**src/rtl/alu_pkg.sv**
```systemverilog
// Shared types for the sequential ALU: opcodes, controller states and the
// flag bundle that travels with every result.
package alu_pkg;

   // Operation codes. Values 11..15 are unused and take the illegal path.
   typedef enum logic [3:0] {
      OP_PASS = 4'd0,
      OP_ADD  = 4'd1,
      OP_AND  = 4'd2,
      OP_NOT  = 4'd3,
      OP_SUB  = 4'd4,
      OP_OR   = 4'd5,
      OP_XOR  = 4'd6,
      OP_SHL  = 4'd7,
      OP_SHR  = 4'd8,
      OP_SRA  = 4'd9,
      OP_MUL  = 4'd10
   } alu_op_t;

   // Controller states.
   typedef enum logic [1:0] {
      IDLE = 2'd0,
      MUL  = 2'd1,
      HOLD = 2'd2
   } alu_state_t;

   // Result flags; n/z/p describe the signed value of the result.
   typedef struct packed {
      logic n;
      logic z;
      logic p;
      logic c;
      logic v;
      logic err;
   } alu_flags_t;

   // Flags matching a zero result, used out of reset.
   localparam alu_flags_t FLAGS_RESET = '{n: 1'b0, z: 1'b1, p: 1'b0,
                                          c: 1'b0, v: 1'b0, err: 1'b0};

endpackage

```
**src/rtl/alu_mul_iter.sv**
```systemverilog
// Iterative shift-add multiplier producing the low WIDTH bits of a*b.
// A start pulse loads the operands; one multiplier bit is consumed per
// cycle. done is asserted combinationally during the cycle that folds in the
// last bit, with product already holding the final value, so the caller can
// register the result on the WIDTH-th edge after the start edge.
module alu_mul_iter #(
   parameter int WIDTH = 16
) (
   input  logic             clk,
   input  logic             rst_n,
   input  logic             start,
   input  logic [WIDTH-1:0] a,
   input  logic [WIDTH-1:0] b,
   output logic             done,
   output logic [WIDTH-1:0] product
);

   localparam int CW = $clog2(WIDTH);

   logic [WIDTH-1:0] mcand;
   logic [WIDTH-1:0] mplier;
   logic [WIDTH-1:0] acc;
   logic [CW-1:0]    cnt;
   logic             busy;
   logic [WIDTH-1:0] step;

   // Partial sum including the current multiplier bit.
   assign step    = acc + (mplier[0] ? mcand : '0);
   assign done    = busy && (cnt == CW'(WIDTH - 1));
   assign product = step;

   // Operand load on start, then one shift-add step per cycle while busy.
   always_ff @(posedge clk or negedge rst_n) begin
      if (!rst_n) begin
         // NOTE: state registers use non-blocking assignments so every flop
         // samples pre-edge values regardless of statement order.
         mcand  <= '0;
         mplier <= '0;
         acc    <= '0;
         cnt    <= '0;
         busy   <= 1'b0;
      end else if (start) begin
         mcand  <= a;
         mplier <= b;
         acc    <= '0;
         cnt    <= '0;
         busy   <= 1'b1;
      end else if (busy) begin
         acc    <= step;
         mcand  <= mcand << 1;
         mplier <= mplier >> 1;
         cnt    <= cnt + CW'(1);
         if (done) begin
            busy <= 1'b0;
         end
      end
   end

endmodule

```
**src/rtl/alu_seq.sv**
```systemverilog
// Sequential ALU with valid/ready handshakes on both sides. Single-cycle ops
// are registered on the accepting edge; MUL runs through the iterative
// multiplier. The result and its flags are held until the consumer takes it.
module alu_seq
   import alu_pkg::*;
#(
   parameter int WIDTH = 16
) (
   input  logic             Clk,
   input  logic             Reset_n,
   input  logic             In_valid,
   output logic             In_ready,
   input  logic [3:0]       Op,
   input  logic [WIDTH-1:0] A,
   input  logic [WIDTH-1:0] B,
   output logic             Out_valid,
   input  logic             Out_ready,
   output logic [WIDTH-1:0] Out,
   output logic [2:0]       Nzp,
   output logic             C,
   output logic             V,
   output logic             Err
);

   localparam int SHW = $clog2(WIDTH);
   localparam int MSB = WIDTH - 1;

   alu_state_t       state;
   alu_state_t       state_nxt;
   alu_flags_t       flags;
   alu_flags_t       flags_nxt;

   logic             accept;
   logic             is_mul;
   logic             load_alu;
   logic             load_mul;
   logic             mul_done;
   logic [WIDTH-1:0] mul_product;

   logic [SHW-1:0]   sh_amt;
   logic [WIDTH:0]   sum;
   logic [WIDTH:0]   diff;
   logic [WIDTH-1:0] alu_res;
   logic             alu_c;
   logic             alu_v;
   logic             alu_err;
   logic [WIDTH-1:0] res_nxt;

   // Handshake qualifiers.
   assign In_ready  = (state == IDLE) || ((state == HOLD) && Out_ready);
   assign Out_valid = (state == HOLD);
   assign accept    = In_valid && In_ready;
   assign is_mul    = (Op == OP_MUL);
   assign load_alu  = accept && !is_mul;
   assign load_mul  = (state == MUL) && mul_done;

   // Upper bits of B are ignored for shifts.
   assign sh_amt = B[SHW-1:0];
   assign sum    = {1'b0, A} + {1'b0, B};
   assign diff   = {1'b0, A} - {1'b0, B};

   // Single-cycle operation decode; unlisted codes take the illegal path.
   always_comb begin
      // NOTE: every output of this block gets a default first so no path
      // leaves a value unassigned, which would otherwise infer a latch.
      alu_res = '0;
      alu_c   = 1'b0;
      alu_v   = 1'b0;
      alu_err = 1'b0;
      case (Op)
         OP_PASS: alu_res = A;
         OP_ADD: begin
            alu_res = sum[WIDTH-1:0];
            alu_c   = sum[WIDTH];
            alu_v   = (A[MSB] == B[MSB]) && (sum[MSB] != A[MSB]);
         end
         OP_AND:  alu_res = A & B;
         OP_NOT:  alu_res = ~A;
         OP_SUB: begin
            alu_res = diff[WIDTH-1:0];
            alu_c   = ~diff[WIDTH];
            alu_v   = (A[MSB] != B[MSB]) && (diff[MSB] != A[MSB]);
         end
         OP_OR:   alu_res = A | B;
         OP_XOR:  alu_res = A ^ B;
         OP_SHL:  alu_res = A << sh_amt;
         OP_SHR:  alu_res = A >> sh_amt;
         OP_SRA:  alu_res = $signed(A) >>> sh_amt;
         OP_MUL:  alu_res = '0;
         default: alu_err = 1'b1;
      endcase
   end

   // Select the value to register and derive its flags.
   always_comb begin
      res_nxt   = load_mul ? mul_product : alu_res;
      flags_nxt = FLAGS_RESET;
      flags_nxt.n   = res_nxt[MSB];
      flags_nxt.z   = (res_nxt == '0);
      flags_nxt.p   = !res_nxt[MSB] && (res_nxt != '0);
      flags_nxt.c   = load_mul ? 1'b0 : alu_c;
      flags_nxt.v   = load_mul ? 1'b0 : alu_v;
      flags_nxt.err = load_mul ? 1'b0 : alu_err;
   end

   // Controller next-state logic.
   always_comb begin
      state_nxt = state;
      case (state)
         IDLE: begin
            if (accept) begin
               state_nxt = is_mul ? MUL : HOLD;
            end
         end
         MUL: begin
            if (mul_done) begin
               state_nxt = HOLD;
            end
         end
         HOLD: begin
            if (Out_ready) begin
               if (accept) begin
                  state_nxt = is_mul ? MUL : HOLD;
               end else begin
                  state_nxt = IDLE;
               end
            end
         end
         default: state_nxt = IDLE;
      endcase
   end

   // Controller state register.
   always_ff @(posedge Clk or negedge Reset_n) begin
      if (!Reset_n) begin
         state <= IDLE;
      end else begin
         state <= state_nxt;
      end
   end

   // Result and flag registers; loaded only when a result completes.
   always_ff @(posedge Clk or negedge Reset_n) begin
      if (!Reset_n) begin
         Out   <= '0;
         flags <= FLAGS_RESET;
      end else if (load_alu || load_mul) begin
         Out   <= res_nxt;
         flags <= flags_nxt;
      end
   end

   assign Nzp = {flags.n, flags.z, flags.p};
   assign C   = flags.c;
   assign V   = flags.v;
   assign Err = flags.err;

   alu_mul_iter #(
      .WIDTH (WIDTH)
   ) u_mul (
      .clk     (Clk),
      .rst_n   (Reset_n),
      .start   (accept && is_mul),
      .a       (A),
      .b       (B),
      .done    (mul_done),
      .product (mul_product)
   );

endmodule
```
**config.mk**
```make
export PLATFORM = sky130hd
export DESIGN_NAME = alu_seq
export DESIGN_NICKNAME = d
export VERILOG_FILES = /design/src/rtl/alu_pkg.sv /design/src/rtl/alu_mul_iter.sv /design/src/rtl/alu_seq.sv
export SDC_FILE = /design/constraint.sdc
export NUM_CORES = 1
export LEC_CHECK = 0
export BUFFER_PORTS_ARGS = -buffer_cell sky130_fd_sc_hd__buf_2
export CAP_MARGIN = 20
export CORE_ASPECT_RATIO = 0.9
export CORE_MARGIN = 4
export CORE_UTILIZATION = 55
export CTS_CLUSTER_SIZE = 20
export DETAILED_ROUTE_END_ITERATION = 10
export GPL_TIMING_DRIVEN = 0
export PLACE_DENSITY = 0.86
export SLEW_MARGIN = 25
export SYNTH_ARGS = -nofsm -noshare
export SYNTH_HDL_FRONTEND = slang
export SYNTH_SLANG_ARGS = --single-unit
```
**constraint.sdc**
```tcl
create_clock -name Clk -period 3.95 [get_ports Clk]
set_input_delay 0.79 -clock Clk [delete_from_list [all_inputs] [get_ports Clk]]
set_output_delay 0.79 -clock Clk [all_outputs]
set_load 0.03 [all_outputs]
```
==> flow_summary.toml, run 1 <==
[setup_path]
endpoint_kind = "flip-flop"
cp.arrival_ns = 4.13
critPathRequiredTime_ns = 4.18
startpoint_type = "primary input"
path_class = "in -> reg"
cp_max_fo = 11

[sta]
setup_viol_count_final = 0
final_hold_viol_count = 0
tightestPinTransition_ns = 0.839
finalCritPeriodShare = 0.988
rsz0062_at_grt = "yes"
slew_headroom = 0.433
setup_ws_ns = 0.0487
post-route-min-period_ns = 3.90
fmax_mhz = 256
finClkSkew_ns = 0.00572
slew_viol_final = 0
fin_setup_tns_ns = 0

[cts]
cts_setup_buffers = 0
clk-insertion-delay-late_ns = 0.34
cts_root_buffer = "clkbuf_16"
cts_tree = "yes"
cts-buffers-inserted = 9
path_clk_slew_ns = 0.06
h-tree-depth = 3
cts.sinks = 76
cts_hold_buf = 0
clockBufferDepth = 2

[status]
status = "completed"

[yosys]
synth_cell_types = 84
synth.area.top_cells = "dfrtp_1 21%, ha_1 9.5%, mux2i_1 8.4%"
synth-main-ff-cell = "dfrtp_1"
netlist_area_mm2 = 0.00896
syn_area_per_cell_um2 = 7.93
ys_async_sr_fraction = 1.00
ys_seq_area_frac = 0.212
syn_nets = 1240
yosysTopAreaCellShare = 0.210
yosys.area.top_type = "dfrtp_1"
ys_ff_latch = 76
syn_inst = 1129
yosysWarnings = 0
synth_edf_count = 0

[grt]
grtUsageTotal = 0.405
grt_pass1_wl_mm = 56.6
antenna_found_initial = 0
grt.overflow.total = 0
grt_pass1_vias = 9219
grt_max_degree = 53

[min_path]
worstHoldPathType = "in -> async"

[drt]
ant_nets = 0
drt_iter0_drc = 1298
wl_per_cell_um = 26.7
totalWireLength_mm = 37.4
vias = 9820
drt_pre_antenna_iters = 5
post-route-drc-count = 0
routed_via_density = 7.00

[power_and_ir_drop]
p_seq_frac = 0.285
power_switching_mw = 1.98
netSwitchingFraction = 0.450
p_leak_nw = 4.41
combPwrFrac = 0.520
p_clk_frac = 0.195
max-vdd-ir-drop_mv = 0.450
internal-power_mw = 2.42
power_density_mw_per_mm2 = 441

[floorplanning]
die_width_um = 143
io_pins = 64
chipHeight_um = 129
fp-row-count = 43
die_area_mm2 = 0.0184
initial_core_util = 0.570
core_area_mm2 = 0.0157

[placed_design]
dpl_worst_slack_ns = -1.56
numPortBuffers = 63
placed_cell_area_mm2 = 0.00956
dp_hpwl_mm = 29.1
gp_congestion = 1.06

[finish]
area_growth_pct = 11.4
antenna_cells = 0
drive_gt1_frac = 0.138
nets = 1306
design_area_mm2 = 0.00997

[run]
maxCapViolations = 0
[final timing paths]
kind | startpoint | end | slack [ns] | depth (start not counted)
min | Reset_n | u_mul.mplier[3] | 0.36 | 1
max reg2reg | u_mul.mplier[0] | Out[15] | 0.40 | 13
min in group Clk | Nzp[1] | Nzp[1] | 0.48 | 2
min reg2reg | Nzp[1] | Nzp[1] | 0.48 | 2
max | B[2] | Nzp[0] | 0.05 | 15
max in group asynchronous | Reset_n | Nzp[1] | 2.96 | 2
[worst max-delay path, cell delays in order]
cell,delay (ns)
buf_4,0.16
inv_1,0.18
buf_6,0.19
clkbuf_8,0.21
ha_1,0.25
clkbuf_2,0.20
xor2_1,0.19
a211oi_1,0.22
o32ai_1,0.14
o31ai_2,0.36
o211ai_1,0.20
or3b_1,0.42
nor4_2,0.30
nand4_1,0.16
a2bb2oi_1,0.16
[stage by stage]
stage               total power, mW  cells  hold slack, ns  utilization
finish                         4.40   1402           0.355        0.635
global route                   4.65   1402           0.364        0.635
CTS                            4.31   1403           0.365        0.631
detailed placement             3.43   1395           0.466        0.609
global placement               3.36   1394           0.454        0.606
floorplan                      2.77   1129           0.469            -
[what timing repair did]
| item | CTS | global route |
|---|---|---|
| setup endpoints to repair | 18 | 5 |
| gates resized for setup | 17 | 25 |
| pin swaps | 1 | 1 |
[sequential cells by signal, indices dropped and copies added, names as in the netlist]
name	cells
u_mul.cnt	4
u_mul.busy	1
Nzp	2
u_mul.mplier	16
u_mul.mcand	16
V	1
u_mul.acc	16
state	2
Err	1
Out	16
C	1
[metal layers]
layer | vias to the layer above | global-route usage | part of all wire
li1 | 4278 | - | -
met1 | 4713 | 0.562 | 0.41
met2 | 716 | 0.601 | 0.42
met3 | 113 | 0.115 | 0.12
met4 | 0 | 0.158 | 0.045
met5 | - | 0 | 0
[layout by cell type, fill, tap and decap left out, types with 15 or more instances in the layout]
cell | synthesis | routed
a211oi_1 | 22 | 20
a21oi_1 | 47 | 47
a31oi_1 | 15 | 15
and2_1 | 20 | 20
buf_2 | 10 | 71
clkbuf_1 | 67 | 50
dfrtp_1 | 75 | 75
ha_1 | 68 | 68
inv_1 | 49 | 49
mux2_2 | 18 | 18
mux2i_1 | 75 | 75
nand2_1 | 99 | 99
nand3_1 | 33 | 33
nor2_1 | 118 | 118
nor2b_1 | 15 | 15
nor3_1 | 17 | 17
o211ai_1 | 17 | 17
o21ai_0 | 88 | 85
xnor2_1 | 21 | 21
[cell usage after synthesis (14+ instances only)]
cell type / count
and2_1: 20
a211oi_1: 22
inv_1: 49
nand2_1: 99
mux2_2: 18
xnor2_1: 21
nor2_1: 118
mux4_2: 14
mux2i_1: 75
clkbuf_1: 67
o211ai_1: 17
a31oi_1: 15
nor2b_1: 15
dfrtp_1: 75
ha_1: 68
o21ai_0: 88
nand3_1: 33
a21oi_1: 47
nor3_1: 17
[power groups by stage]
stage	clock (mW)	sequential, mW	combinational [mW]
global route	0.893	1.29	2.47
floorplan	0	1.28	1.49
CTS	0.854	1.25	2.21
detailed placement	0	1.26	2.18
finish	0.859	1.25	2.29
global placement	0	1.24	2.12
[logic make-up (layout without fill, tap and decap cells)]
kind of cell               count (synthesis)  after routing  share of synthesized area
AOI/OAI and AO/OA                        315            315                      0.235
xor gates and xnor gates                  29             29                     0.0284
adders and majority gates                 71             71                      0.102
buffers and inverters                    140            211                     0.0630
DFF                                       76             76                      0.212
muxes                                    108            108                      0.143
and+or+nand+nor                          390            390                      0.216
[layout make-up]
type,instances,area (um2)
multi-input cells,913,6600
fillers,1411,5740
flip-flops and latches,76,1900
plain buffers,78,360
repair buffers,64,348
well taps,202,253
clock buffers,10,239
inverters,53,201
clock inverters,6,71.3
Power figures use the tool's default switching activity.
==> inputs of run 2 (changes only) <==
Settings changed: REMOVE_ABC_BUFFERS from default to 1, SETUP_SLACK_MARGIN from default to 0.15.
==> run 2 against run 1 <==
Compared with the run above:
- clock power is 2% lower
- worst hold slack gained 0.033 ns
- critical path depth down 1
- combinational power down 8%
- worst setup slack gained 0.20 ns
- largest cell class unchanged
- largest power group unchanged
==> flow_summary.toml, run 2 (synthesized netlist as in run 1, its figures left out) <==
[cts]
cts_root_buffer = "clkbuf_16"
path_clk_slew_ns = 0.06
cts-buffers-inserted = 9
clk-insertion-delay-late_ns = 0.35
cts_tree = "yes"
clockBufferDepth = 2
h-tree-depth = 3
cts.sinks = 76

[setup_path]
critPathRequiredTime_ns = 4.22
worstReg2RegStart = "u_mul.mplier[0]"
path_class = "in -> reg"
startpoint = "A[0]"
startpoint_type = "primary input"
cp_max_fo = 7
cp.arrival_ns = 3.97
endpoint_kind = "flip-flop"

[drt]
drt_iter0_drc = 1083
wl_per_cell_um = 22.7
drt_pre_antenna_iters = 7
ant_nets = 0
wl_met3_mm = 3.39
routed.top_layer = "met4"
met2_length_mm = 13.3
wl_met1_mm = 12.4
totalWireLength_mm = 30.2
routed_via_density = 6.86
vias = 9132
post-route-drc-count = 0

[finish]
nets = 1236
area_growth_pct = 9.07
stdcell_count = 1332
drive_gt1_frac = 0.144
nFillCells = 1387
final_cell_mix = "117 x nor2_1, 99 x nand2_1, 87 x o21ai_0"
final_common_cell = "nor2_1"
antenna_cells = 0

[sta]
rsz0062_at_grt = "no"
post-route-min-period_ns = 3.70
fmax_mhz = 270
slew_viol_final = 0
finClkSkew_ns = 0.0102
final_hold_viol_count = 0
slew_headroom = 0.395
setup_viol_count_final = 0
tightestPinTransition_ns = 0.904
whs_ns = 0.389
finalCritPeriodShare = 0.936
setup_ws_ns = 0.252

[status]
status = "completed"

[power_and_ir_drop]
internal-power_mw = 2.40
p_seq_frac = 0.307
p_clk_frac = 0.197
netSwitchingFraction = 0.436
p_leak_nw = 4.26
power_density_mw_per_mm2 = 436
combPwrFrac = 0.496
power_mw = 4.26
power_switching_mw = 1.86
max-vdd-ir-drop_mv = 0.401

[placed_design]
gp_congestion = 1.04
dp.cells = 1312
numPortBuffers = 63
dp_hpwl_mm = 22.2
dpl_worst_slack_ns = -1.12

[min_path]
worstHoldPathType = "in -> async"

[floorplanning]
die_area_mm2 = 0.0184
core_area_mm2 = 0.0157
io_pins = 64
fp-row-count = 43
die_width_um = 143
chipHeight_um = 129
initial_core_util = 0.570

[grt]
grt_max_degree = 68
grt_pass1_wl_mm = 47.0
grt.overflow.total = 0
grtUsageTotal = 0.325
grt_pass1_vias = 8386
antenna_found_initial = 0

[run]
maxCapViolations = 0
==> run 2: cell types whose count changed in the layout (fill, tap and decap cells not counted), moves of 3 or more <==
cell,delta
ha_1,-6
buf_2,-15
clkbuf_1,-50
o21ai_1,-3
buf_1,-4
clkbuf_2,-6
ha_2,+5
==> run 2: metal layers <==
| metal | global-route usage | vias to the layer above |
|---|---|---|
| li1 | - | 4134 |
| met1 | 0.456 | 4336 |
| met2 | 0.495 | 556 |
| met3 | 0.0742 | 106 |
| met4 | 0.113 | 0 |
| met5 | 0 | - |
==> run 2: area by class of cell <==
cell class	instances	area (um2)	area share
multi-input cells	913	6620	0.678
flip-flops and latches	76	1910	0.195
repair buffers	71	469	0.0480
well taps	202	253	0.0259
clock buffers	9	225	0.0231
inverters	53	214	0.0219
clock inverters	7	76.3	0.00781
repair inverters	1	5.00	0.000512
==> run 2: power by group through the flow <==
stage | Sequential [mW] | Clock (mW) | Combinational (mW)
after floorplan | 1.38 | 0 | 1.34
after detailed placement | 1.30 | 0 | 2.04
after global placement | 1.37 | 0 | 1.89
after global routing | 1.34 | 0.884 | 2.31
final | 1.31 | 0.841 | 2.11
after CTS | 1.30 | 0.854 | 2.06
==> run 2: path summary, 6_finish.rpt <==
path | to | slack, ns | depth (start not counted)
max | Nzp[0] | 0.25 | 14
min | u_mul.acc[3] | 0.39 | 1
max reg2reg | Nzp[0] | 0.31 | 11
min reg2reg | Out[9] | 0.46 | 2
max in group asynchronous | Nzp[1] | 2.92 | 2
min in group Clk | Out[9] | 0.46 | 2
==> run 2: worst max-delay path, stage by stage <==
cell,delay (ns)
buf_2,0.14
inv_1,0.20
ha_1,0.21
inv_1,0.05
fa_1,0.42
nor2b_1,0.19
o211ai_1,0.28
a311oi_1,0.17
or4_1,0.57
a31oi_2,0.31
a211o_1,0.21
nor2_1,0.10
nand3_1,0.13
a2bb2oi_1,0.18
==> run 2: metrics by stage <==
step | instance area [um2] | utilization | setup TNS [ns]
after global routing | 9770 | 0.622 | 0
final | 9770 | 0.622 | 0
after CTS | 9680 | 0.616 | 0
after detailed placement | 9280 | 0.591 | -6.73
after floorplan | 8590 | - | -0.0919
after global placement | 9160 | 0.583 | -40.77
==> run 2: timing repair <==
item	in CTS	in global routing
buffers inserted	2	1
resized for setup	21	21
cloned	1	0
pin swaps	0	2
hold buffers	0	0
endpoints found under the hold margin	0	0
setup endpoints to repair	11	3
